<file path="config.mk">
export PLATFORM = sky130hd
export DESIGN_NAME = mega_ctrl
export DESIGN_NICKNAME = d
export VERILOG_FILES = /design/src/rtl/mega_ctrl.sv
export SDC_FILE = /design/constraint.sdc
export NUM_CORES = 1
export LEC_CHECK = 0
export ABC_AREA = 1
export CORE_MARGIN = 2
export CORE_UTILIZATION = 52
export DETAILED_ROUTE_END_ITERATION = 12
export PLACE_DENSITY = 0.83
export SYNTH_ARGS = -nofsm -noshare
export SYNTH_HDL_FRONTEND = slang
export SYNTH_SLANG_ARGS = --single-unit
export TNS_END_PERCENT = 50
</file>
<file path="constraint.sdc">
create_clock -name clk -period 3.1 [get_ports clk]
set_clock_uncertainty 0.15 [all_clocks]
set_input_delay 0.62 -clock clk [delete_from_list [all_inputs] [get_ports clk]]
set_output_delay 0.62 -clock clk [all_outputs]
set_load 0.005 [all_outputs]
</file>
<file path="src/rtl/mega_ctrl.sv">
// Sprite controller: double-buffered origin registers, frame counter,
// and a sprite RAM fill engine sharing the write port with the bus.
module mega_ctrl #(
    parameter int CD    = 12,
    parameter int ADDR  = 12,
    parameter int DEPTH = 4096
) (
    input  logic            clk,
    input  logic            reset_n,
    input  logic            cs,
    input  logic            write,
    input  logic [13:0]     addr,
    input  logic [31:0]     wr_data,
    output logic [31:0]     rd_data,
    input  logic            frame_start,
    output logic [10:0]     x0,
    output logic [10:0]     y0,
    output logic            we,
    output logic [ADDR-1:0] addr_w,
    output logic [CD-1:0]   pixel_in,
    output logic            busy
);

    typedef enum logic {
        S_IDLE,
        S_FILL
    } state_e;

    localparam logic [ADDR-1:0] LAST = ADDR'(DEPTH - 1);

    state_e          state_q, state_d;
    logic [ADDR-1:0] faddr_q, faddr_d;
    logic [CD-1:0]   color_q, color_d;
    logic            we_q, we_d;
    logic [ADDR-1:0] waddr_q, waddr_d;
    logic [CD-1:0]   wdata_q, wdata_d;

    logic [10:0]     xs_q, ys_q;
    logic [10:0]     x0_q, y0_q;
    logic            pend_q;
    logic [15:0]     fcnt_q;

    logic            bus_wr, ram_wr, reg_wr;
    logic            wr_x, wr_y, wr_commit, fill_cmd;
    logic            unused_ok;

    assign bus_wr    = cs & write;
    assign ram_wr    = bus_wr & ~addr[13];
    assign reg_wr    = bus_wr & addr[13];
    assign wr_x      = reg_wr & (addr[1:0] == 2'd0);
    assign wr_y      = reg_wr & (addr[1:0] == 2'd1);
    assign wr_commit = reg_wr & (addr[1:0] == 2'd2);
    assign fill_cmd  = reg_wr & (addr[1:0] == 2'd3);
    assign unused_ok = ^{wr_data, addr};

    // Bus RAM writes win the shared port; the fill simply holds its address.
    always_comb begin
        state_d = state_q;
        faddr_d = faddr_q;
        color_d = color_q;
        we_d    = 1'b0;
        waddr_d = waddr_q;
        wdata_d = wdata_q;
        if (ram_wr) begin
            we_d    = 1'b1;
            waddr_d = addr[ADDR-1:0];
            wdata_d = wr_data[CD-1:0];
        end
        unique case (state_q)
            S_IDLE: begin
                if (fill_cmd) begin
                    state_d = S_FILL;
                    faddr_d = '0;
                    color_d = wr_data[CD-1:0];
                end
            end
            S_FILL: begin
                if (!ram_wr) begin
                    we_d    = 1'b1;
                    waddr_d = faddr_q;
                    wdata_d = color_q;
                    faddr_d = faddr_q + ADDR'(1);
                    if (faddr_q == LAST) begin
                        state_d = S_IDLE;
                    end
                end
            end
            default: state_d = S_IDLE;
        endcase
    end

    always_ff @(posedge clk or negedge reset_n) begin
        if (!reset_n) begin
            state_q <= S_IDLE;
            faddr_q <= '0;
            color_q <= '0;
            we_q    <= 1'b0;
            waddr_q <= '0;
            wdata_q <= '0;
        end else begin
            state_q <= state_d;
            faddr_q <= faddr_d;
            color_q <= color_d;
            we_q    <= we_d;
            waddr_q <= waddr_d;
            wdata_q <= wdata_d;
        end
    end

    // Commits apply the shadow as it stood before this edge.
    always_ff @(posedge clk or negedge reset_n) begin
        if (!reset_n) begin
            xs_q   <= '0;
            ys_q   <= '0;
            x0_q   <= '0;
            y0_q   <= '0;
            pend_q <= 1'b0;
            fcnt_q <= '0;
        end else begin
            if (wr_x) begin
                xs_q <= wr_data[10:0];
            end
            if (wr_y) begin
                ys_q <= wr_data[10:0];
            end
            if (frame_start && pend_q) begin
                x0_q <= xs_q;
                y0_q <= ys_q;
            end
            if (wr_commit) begin
                pend_q <= 1'b1;
            end else if (frame_start) begin
                pend_q <= 1'b0;
            end
            if (frame_start) begin
                fcnt_q <= fcnt_q + 16'd1;
            end
        end
    end

    assign busy     = (state_q == S_FILL);
    assign we       = we_q;
    assign addr_w   = waddr_q;
    assign pixel_in = wdata_q;
    assign x0       = x0_q;
    assign y0       = y0_q;
    assign rd_data  = {fcnt_q, 14'b0, pend_q, busy};

endmodule
</file>
==> results.cfg <==
[status]
status = complete, no violations

[sta]
min_period_ns = 2.173
hold_violations = 0
setup-violations-final = 0
fmax_mhz = 460.1
fin_crit_sh_pct = 70.11
relSlewSlack_pct = 55.56
grt_setup_unrepaired = false
setup_tns_ns = 0
max_slew.worst_pin.slew_ns = 0.6665
drv_slew = 0

[synth]
yosysWarnings = 0
postSynthCellCount = 528
synth-edff-count = 0
yosysMostFrequentCell = nand2_1
synth_area_per_cell_sq_um = 9.149
synthFlopType = dfrtp_1
yosys.area_share.simple_pct = 18.18
async_flop_share_pct = 100.0
yosysTopAreaCell = dfrtp_1
synth_top_family_by_area = simple AND/OR/NAND/NOR gates
synth-seq-area-share_pct = 57.50
synth_fa_ha_area_share_pct = 0.5180
synthTopCellsByArea = dfrtp_1 (57%), nand2_1 (12%), inv_1 (5.2%)
synth_compound_area_share_pct = 8.884
ys_ff_latch = 111
syn_area_sq_mm = 0.004831
synth_cell_types = 28
synth_common_cells = nand2_1 (153), dfrtp_1 (111), inv_1 (67)
synth.mux.area_fraction_pct = 2.797
yosysTopAreaCellShare_pct = 57.50
synth-xor-area-share_pct = 1.994

[worst_setup_path]
path_cells = clkdlybuf4s50_1
crit_buf_inv = 1
cpLargestDelayFamily = buffers and inverters
endpoint_kind = output port
max_stage_delay_ns = 0.56
r2r_slack_ns = 1.44
slowest_stage = clkdlybuf4s50_1
crit_required_ns = 2.33
worstPathMaxFanout = 6
path_class = register to output port
crit_arrival_ns = 1.40
start_kind = register

[cells_and_area]
final_nets = 677
instances_no_fill = 740
drive_above_1_share_pct = 6.995
diodes = 0
syn2layout_area_growth_pct = 25.17

[clocking]
cts_num_sinks = 111
insertion_delay_ns = 0.35
holdBufCountCts = 0
cts_resized = 0
h-tree-depth = 3
post_cts_buffers = 0
clkTransAtPathRegs_ns = 0.10
cts_root_buf = clkbuf_8
cts_tree = done
cts_inserted_buffers = 9
clk_path_buf_depth = 2

[die]
ioPinCount = 131
row_count = 35
die_x_microns = 100.4
start_util_pct = 53.04
core_area_sq_mm = 0.009109
dieArea_sq_mm = 0.01008
fp.dieH_microns = 100.4

[grt]
grt_max_degree = 55
grt_overflow = 0
gr-usage-all-layers_pct = 22.13
grt_pass1_wl_mm = 17.56
grt_pass1_vias = 3692
grt_antenna_before_repair = 0

[placed_design]
dp.cells = 724
dp_hpwl_mm = 7.899
routabilityCongestion = 0.8296
io_buffers = 95

[job]
maxCapViolCount = 0

[routing]
wire_per_inst_microns = 14.36
viasPerCell = 5.105
drtIter0Drc = 180
ant_nets = 0
drtPass1Iterations = 4
drc = 0
num_vias = 3778
routed_wl_mm = 10.63

[worst_hold_path]
hold_path_class = input pin to async pin

[pwr]
power_density_mw_per_mm2 = 609.9
power_mw = 3.688
ir_drop_uv = 314.7
leakage_nw = 2.871
==> placed cells by master (no fill, tap or decap), drive strengths merged <==
cell and n:
conb 14, mux2 12, nand2 155, ha 2, clkinv 2, bufinv 1, nor3 2, xnor2 4
clkbuf 12, clkdlybuf4s50 94, dfrtp 111, inv 73, a21oi 2, nor2 27, o32ai 1, o21ai 52
nand3 29, xor2 7, buf 11, o221ai 12, o211ai 6
==> stage by stage <==
step	utilization (%)	area [sq um]	setup slack (ns)	hold WS, ns
detailed placement	64.11	5839	0.6070	0.3237
global route	66.39	6047	0.8659	0.1807
CTS	66.39	6047	0.8985	0.1471
global placement	64.11	5839	0.6766	0.3168
finish	66.39	6047	0.9265	0.1364
floorplan	-	4880	1.417	0.1744
==> cells by family (layout without fill, tap and decap cells) <==
family / after synthesis / in the layout
AND/OR/NAND/NOR: 213 / 213
flip-flops: 111 / 111
buffers and inverters: 105 / 193
AO/OA/AOI/OAI: 73 / 73
multiplexers: 12 / 12
XOR/XNOR: 11 / 11
adder cells (fa/ha/maj): 2 / 2
other: 1 / 14
==> routing by layer <==
| metal | global-route usage, % | vias to the layer above | part of all wire (%) |
|---|---|---|---|
| li1 | - | 1829 | - |
| met1 | 28.89 | 1824 | 43 |
| met2 | 37.69 | 110 | 51 |
| met3 | 3.482 | 15 | 4.2 |
| met4 | 7.903 | 0 | 1.7 |
| met5 | 0 | - | 0 |
==> flip-flops by register name, summed over array words and instances, names as in the netlist <==
name / flops
addr_w: 12
busy: 1
color_q: 12
faddr_q: 12
fcnt_q: 16
pend_q: 1
pixel_in: 12
we: 1
x0: 11
xs_q: 11
y0: 11
ys_q: 11
==> worst paths after layout <==
| check | startpoint | end | cells after the start |
|---|---|---|---|
| setup / recovery | busy | busy | 1 |
| hold / removal | reset_n | y0[5] | 1 |
| setup reg to reg | faddr_q[0] | busy | 8 |
| hold reg to reg | y0[2] | y0[2] | 2 |
| max in group asynchronous | reset_n | fcnt_q[5] | 2 |
| min in group clk | y0[2] | y0[2] | 2 |
==> cell type report <==
cell class,count,area [sq um]
Clock buffer,12,155.1
Multi-Input combinational cell,325,1617
Sequential cell,111,2778
Clock inverter,4,52.55
Inverter,72,270.3
Tap cell,111,138.9
Timing Repair Buffer,105,1036
Fill cell,739,3062
==> power breakdown <==
group / leakage [nW] / total [mW] / switching [mW] / internal, mW
Sequential: 1.30 / 1.92 / 0.196 / 1.72
Combinational: 1.47 / 0.880 / 0.370 / 0.509
Clock: 0.107 / 0.887 / 0.465 / 0.422
Total: 2.87 / 3.69 / 1.03 / 2.66
Power figures use the tool's default switching activity.
